## src/rtl/biriscv_run_ctrl.sv

```systemverilog
// Benchmark run sequencer: holds the core in reset, releases it on start, counts run cycles,
// strobes progress and ends the run on a sustained halt PC or on timeout. All outputs registered.
module biriscv_run_ctrl #(
  parameter int unsigned     RESET_CYCLES    = 16,
  parameter int unsigned     PROGRESS_PERIOD = 100000,
  parameter longint unsigned TIMEOUT_CYCLES  = 64'h1_0000_0000,
  parameter logic [31:0]     HALT_PC         = 32'h0,
  parameter int unsigned     HALT_HOLD       = 4,
  parameter int              CNT_W           = 64
) (
  input  logic             clk_i,
  input  logic             rst_i,
  input  logic             start_i,
  input  logic [31:0]      pc0_i,
  input  logic [31:0]      pc1_i,
  output logic             core_rst_o,
  output logic             running_o,
  output logic             done_o,
  output logic             timeout_o,
  output logic             progress_o,
  output logic [CNT_W-1:0] cycle_count_o
);

  localparam int RST_W  = (RESET_CYCLES > 1) ? $clog2(RESET_CYCLES) : 1;
  localparam int HOLD_W = (HALT_HOLD > 1) ? $clog2(HALT_HOLD) : 1;
  localparam int PROG_W = (PROGRESS_PERIOD > 0) ? $clog2(PROGRESS_PERIOD + 1) : 1;

  localparam logic [RST_W-1:0]  RST_LOAD  = RST_W'(RESET_CYCLES - 1);
  localparam logic [HOLD_W-1:0] HOLD_LAST = HOLD_W'(HALT_HOLD - 1);
  localparam logic [PROG_W-1:0] PROG_LOAD = PROG_W'(PROGRESS_PERIOD);
  localparam logic [CNT_W-1:0]  CNT_LAST  = CNT_W'(TIMEOUT_CYCLES - 1);
  localparam bit                PROG_EN   = (PROGRESS_PERIOD != 0);

  typedef enum logic [2:0] {
    IDLE,
    RESET,
    RUN,
    DONE,
    TIMEOUT
  } state_t;

  state_t             state;
  logic [RST_W-1:0]   rst_cnt;
  logic [HOLD_W-1:0]  hold_cnt;
  logic [PROG_W-1:0]  prog_cnt;

  logic hit;
  logic halt_done;
  logic at_limit;
  logic prog_tick;

  assign hit       = (pc0_i == HALT_PC) || (pc1_i == HALT_PC);
  assign halt_done = hit && (hold_cnt == HOLD_LAST);
  assign at_limit  = (cycle_count_o == CNT_LAST);
  // prog_cnt counts the increments left until the count reaches the next multiple of the period
  assign prog_tick = PROG_EN && (prog_cnt == PROG_W'(1));

  always_ff @(posedge clk_i) begin
    if (rst_i) begin
      state         <= IDLE;
      core_rst_o    <= 1'b1;
      running_o     <= 1'b0;
      done_o        <= 1'b0;
      timeout_o     <= 1'b0;
      progress_o    <= 1'b0;
      cycle_count_o <= '0;
      rst_cnt       <= '0;
      hold_cnt      <= '0;
      prog_cnt      <= '0;
    end else begin
      progress_o <= 1'b0;
      case (state)
        IDLE, DONE, TIMEOUT: begin
          if (start_i) begin
            state         <= RESET;
            rst_cnt       <= RST_LOAD;
            cycle_count_o <= '0;
            core_rst_o    <= 1'b1;
            running_o     <= 1'b0;
            done_o        <= 1'b0;
            timeout_o     <= 1'b0;
          end
        end
        RESET: begin
          if (rst_cnt == '0) begin
            state      <= RUN;
            core_rst_o <= 1'b0;
            running_o  <= 1'b1;
            hold_cnt   <= '0;
            prog_cnt   <= PROG_LOAD;
          end else begin
            rst_cnt <= rst_cnt - 1'b1;
          end
        end
        RUN: begin
          cycle_count_o <= cycle_count_o + 1'b1;
          hold_cnt      <= hit ? hold_cnt + 1'b1 : '0;
          // halt completion takes priority over a coincident timeout
          if (halt_done) begin
            state      <= DONE;
            core_rst_o <= 1'b1;
            running_o  <= 1'b0;
            done_o     <= 1'b1;
          end else if (at_limit) begin
            state      <= TIMEOUT;
            core_rst_o <= 1'b1;
            running_o  <= 1'b0;
            timeout_o  <= 1'b1;
          end else if (prog_tick) begin
            progress_o <= 1'b1;
            prog_cnt   <= PROG_LOAD;
          end else begin
            prog_cnt <= prog_cnt - 1'b1;
          end
        end
        default: begin
          state <= IDLE;
        end
      endcase
    end
  end

endmodule

```

## config.mk

```make
export PLATFORM = sky130hd
export DESIGN_NAME = biriscv_run_ctrl
export DESIGN_NICKNAME = d
export VERILOG_FILES = /design/src/rtl/biriscv_run_ctrl.sv
export SDC_FILE = /design/constraint.sdc
export NUM_CORES = 1
export LEC_CHECK = 0
export ABC_AREA = 1
export BUFFER_PORTS_ARGS = -buffer_cell sky130_fd_sc_hd__buf_4
export CAP_MARGIN = 20
export CORE_MARGIN = 10
export CORE_UTILIZATION = 40
export DETAILED_ROUTE_END_ITERATION = 10
export GPL_ROUTABILITY_DRIVEN = 0
export GPL_TIMING_DRIVEN = 0
export PLACE_DENSITY_LB_ADDON = 0.08
export SLEW_MARGIN = 20
export SYNTH_ARGS = -nofsm -noshare
export SYNTH_HDL_FRONTEND = slang
export SYNTH_SLANG_ARGS = --single-unit
```

## constraint.sdc

```tcl
create_clock -name clk_i -period 2.4 [get_ports clk_i]
set_input_delay 0 -clock clk_i [delete_from_list [all_inputs] [get_ports clk_i]]
set_output_delay 0 -clock clk_i [all_outputs]
set_load 0.005 [all_outputs]
```

* After elaboration in Yosys (flattened, before gate mapping) *
Index checks and enable logic that the tools add are counted.

storage, ports and cells
  bits of input ports = 67
  flip-flop bits (word level) = 95
  memories = 0
  bits in read-only memories = 0
  word-level logic and storage cells = 83
  bits in latches = 0
  bits in writable memories = 0

cells by class
  equality and inequality tests = 15
  bitwise operators = 1
  reductions and logical operators = 20
  div/mod/pow operators = 0
  $add $sub $neg = 4
  shift-type cells = 0
  magnitude comparators = 0
  muxes and demuxes = 33
  multiply operators = 0

operators by type and width
  cell                                                   count
  one-hot mux 64 bit (2 select lines)                    1
  two-way mux 17 bit                                     4
  adder 64 x 1 -> 64 bit, second input constant          1
  equality test 64 x 32 -> 1 bit, second input constant  1
  zero test 32 bit                                       2
  two-way mux 64 bit                                     1
  one-hot mux 17 bit (2 select lines)                    1
  equality test 17 x 1 -> 1 bit, second input constant   1
  subtractor 17 x 1 -> 17 bit, second input constant     1
  != test 2 bit, second input constant                   7
  two-way mux 3 bit                                      4
  AND reduction 4 bit                                    3
  two-way mux 1 bit                                      11
  one-hot mux 3 bit (3 select lines)                     1
  AND reduction 3 bit                                    3
  two-way mux 4 bit                                      2
  one-hot mux 4 bit (2 select lines)                     1
  equality test 3 x 2 -> 1 bit, second input constant    2
  one-hot mux 1 bit (3 select lines)                     2
  nonzero test 2 bit                                     3
  zero test 4 bit                                        1
  two-way mux 2 bit                                      2
  one-hot mux 1 bit (2 select lines)                     2
  one-hot mux 2 bit (2 select lines)                     1
  14 further kinds                                       15

* Logic depth before layout (Yosys ltp) *
  depth in word-level cells = 5
  mapped depth = 15
  mapped depth without buffers = 14

* Least setup slack after synthesis *
Ideal clock, no wire load.

  kind = register to register
  start point = reg cycle_count_o[0]
  end point = reg cycle_count_o[44]
  stages on the path, launching flop included = 14
  required time = 2.285 ns
  slack = 0.629 ns
  arrival time = 1.655 ns
  period minus slack after synthesis = 1.771 ns
  cell sequence = dfxtp_1 ha_1 nand2_1 nor2_4 nand2_2 inv_2 nand2_2 inv_2 nand2_2 nor2_2 nand3_2 nor2_2 nand2_1 and3_1

between the ends
  word-level cells in the longest chain between the ends = 2

ends and longest elaborated chain
  element                              line  source
  start: declaration                   21    output logic [CNT_W-1:0] cycle_count_o
  start signal: assignment             96    cycle_count_o <= cycle_count_o + 1'b1;
  adder 64 x 1 -> 64 bit               96
  one-hot mux 64 bit (2 select lines)  72    case (state)

No other way between the ends.
A chain may end at the register's enable or synchronous reset.

* Final worst setup path *
  start point = reg cycle_count_o[0]
  end point = reg cycle_count_o[56]

Same word-level chain as after synthesis.

==> flow_summary.toml <==
[sta]
post-route-period-util = 0.916
period_needed_ns = 2.20
slew_headroom = 0.438
max_freq_mhz = 455
setup_viol = 0
finalHoldViolations = 0
tightest_slew_ns = 0.843
tns_ns = 0
rsz0062_at_grt = "no"
drv_slew = 0
finClkSkew_ns = 0.0106

[logic_synthesis]
synthMuxAreaShare = 0
synthCells = 987
synth_area_sq_um = 6110
synth-edff-count = 0
synth-simple-area-share = 0.454
synth_xor_area_frac = 0.00430
async_reset_ff_frac = 0
ys_types = 42
yosys_most_used_dff = "dfxtp_1"
synth_top_family_by_area = "simple AND/OR/NAND/NOR gates"
avgSynthCellArea_sq_um = 6.19
syn_nets = 1059
synth_compound_gate_area_share = 0.121
yosys_warnings = 0
synth-seq-area-share = 0.311
synth-seq-cells = 95
synthAdderAreaFrac = 0.0102

[clock_tree]
clock_latency_ns = 0.36
cts_sinks = 95
numCtsBuffers = 9
clkSlewWorstSetupHoldPaths_ns = 0.07
cts_setup_buffers = 0
clock_path_buffers = 2
cts_hold_buf = 0
cts_max_level = 3
clock-root-buffer = "clkbuf_16"
tritoncts = "built"

[setup_path]
cp_cell_sequence = "ha_1 > nand2_1 > nor2_4 > nand2_2 > inv_2 > nand2_2 > inv_2 > nand4_1 > nor3b_1 > nand2_1 > nand2_1 > nor2_1"
rr_worst_depth = 12
timing.rr.start = "cycle_count_o[0]"
cp_slowest_stage_delay_ns = 0.45
cp_common_cell = "nand2_1"
reg2reg_slack_ns = 0.20
crit_path_top_delay_cell = "dfxtp_1"
endpoint_kind = "flip-flop"
path_buf_inv = 2
critPathKind = "flip-flop to flip-flop"
cp-start-kind = "flip-flop"
cp_max_fo = 6
cpLargestDelayFamily = "simple AND/OR/NAND/NOR gates"
timing.rr.end = "cycle_count_o[56]"
required_ns = 2.65
crit_arrival_ns = 2.45

[place]
dpl.cell_count = 1309
place_hpwl_um = 16900
place.port_buffers = 134

[min_path]
whs_endpoint = "core_rst_o"
min_from = "start_i"
holdPathStages = 5
worstHoldPathType = "primary input to flip-flop"

[die]
initial_utilization = 0.405
row_count = 45
ios = 136
core_sq_um = 15100
die_area_sq_um = 20600
die_w_um = 144
die_h_um = 144

[power]
p_leak_nw = 3.26
ir_drop_mv = 0.577
p_per_area_nw_per_um2 = 717

[global_route]
antenna_found_initial = 0
grtUsageTotal = 0.208
grt_max_degree = 16
grt_overflow = 0
grt_pass1_vias = 6528
grt_pass1_wl_um = 34100

[detailed_routing]
wl_per_cell_um = 16.2
drc = 0
num_vias = 6880
drt_wl_total_um = 21500
drtIter0Drc = 462
vias_per_cell = 5.19
ant_nets = 0
drt_first_pass_iters = 6

[finish]
seq_area_sq_um = 1900
nets = 1204
layout-drive-gt1-share = 0.194
fillers = 1586
final_cells = 1325
diodes = 0
multiInputGateArea_sq_um = 3600
syn2layout_area_growth_pct = 25.2

[flow_run]
cap_violations = 0

[run_status]
outcome = "completed"
what timing repair did:
action / 4_1_cts / 5_1_grt
gates resized for setup: 0 / 1
hold endpoints to repair: 0 / 0
endpoints found under the setup margin: 0 / 1
layer usage:
metal  vias up  global-route usage  share of wire
li1       3532                   -              -
met1      3110               0.249           0.43
met2       210               0.365           0.49
met3        28              0.0502          0.066
met4         0              0.0462          0.017
met5         -                   0              0
how the worst max path moves through the flow:
| stage | start | to | depth (start not counted) |
|---|---|---|---|
| global placement | state[0] | cycle_count_o[57] | 10 |
| floorplan | cycle_count_o[0] | cycle_count_o[44] | 13 |
| global route | cycle_count_o[8] | cycle_count_o[53] | 7 |
| CTS | state[0] | cycle_count_o[57] | 10 |
| finish | cycle_count_o[0] | cycle_count_o[56] | 12 |
| detailed placement | state[0] | cycle_count_o[57] | 10 |
power breakdown:
part	total (mW)	switching, mW	internal [mW]	leakage [nW]
Sequential	1.83	0.114	1.72	0.769
Clock	1.47	0.636	0.832	0.152
Combinational	2.19	1.48	0.711	2.34
Total	5.49	2.23	3.26	3.26
stage by stage:
stage / instance area, sq um / worst slack (ns) / hold WS (ns) / utilization / power, mW
2_1_floorplan: 6110 / 0.629 / 0.284 / - / 3.39
3_3_place_gp: 7350 / 0.262 / 0.388 / 0.487 / 4.04
3_5_place_dp: 7350 / 0.240 / 0.393 / 0.487 / 4.04
4_1_cts: 7650 / 0.211 / 0.0970 / 0.507 / 5.52
5_1_grt: 7650 / 0.0506 / 0.153 / 0.507 / 5.91
6_report: 7650 / 0.201 / 0.0962 / 0.507 / 5.49
worst reg2reg max path: cells and delay by family (launching register included):
| kind | cells | cell delay (ns) |
|---|---|---|
| simple gates | 9 | 1.27 |
| flops | 1 | 0.45 |
| fa+ha+maj | 1 | 0.20 |
| buf+inv | 2 | 0.16 |
layout make-up:
cell class,count,area share
buffer,27,0.0162
timing repair buffer,134,0.132
inverter,129,0.0633
clock buffer,10,0.0312
clock inverter,6,0.00769
sequential,95,0.249
multi-input combinational,736,0.471
tap,188,0.0307
synthesized netlist by cell type, types with 4 or more instances:
cell	number	area, sq um
nor2_4	5	56.3
buf_1	8	30.0
nand4_1	55	344
nand2_1	216	811
a21oi_1	60	300
o21ai_0	36	180
a22oi_1	6	45.0
inv_2	11	41.3
dfxtp_1	95	1900
buf_2	6	30.0
ha_1	5	62.6
nor3_1	37	185
a21oi_2	6	52.6
clkbuf_1	11	41.3
nor2_1	163	612
nand3_2	4	40.0
nand3_1	71	355
nand2_2	18	113
a211oi_1	9	67.6
inv_1	118	443
nor2_2	5	31.3
cell families (layout without fill, tap and decap cells):
group	count (synthesis)	after routing
AND/OR/NAND/NOR	598	598
AO/OA/AOI/OAI	130	130
flip-flops	95	95
adder cells (fa/ha/maj)	5	5
buffers and inverters	156	306
XOR/XNOR	3	3
state kept, by name, indices dropped and copies added, names as in the netlist, 2 cells and up:
register       count
state              3
prog_cnt          17
hold_cnt           2
rst_cnt            4
cycle_count_o     64
placed cells by master, fill, tap and decap left out, types with 8 or more instances in the layout:
cell type,Yosys,final
a211oi_1,9,9
a21oi_1,60,60
buf_1,8,8
buf_4,0,134
clkbuf_1,11,11
clkbuf_16,0,9
dfxtp_1,95,95
inv_1,118,118
inv_2,11,11
nand2_1,216,216
nand2_2,18,18
nand3_1,71,71
nand4_1,55,55
nor2_1,163,162
nor3_1,37,37
o21ai_0,36,36
Note: power is estimated with default switching activity, not from simulation.
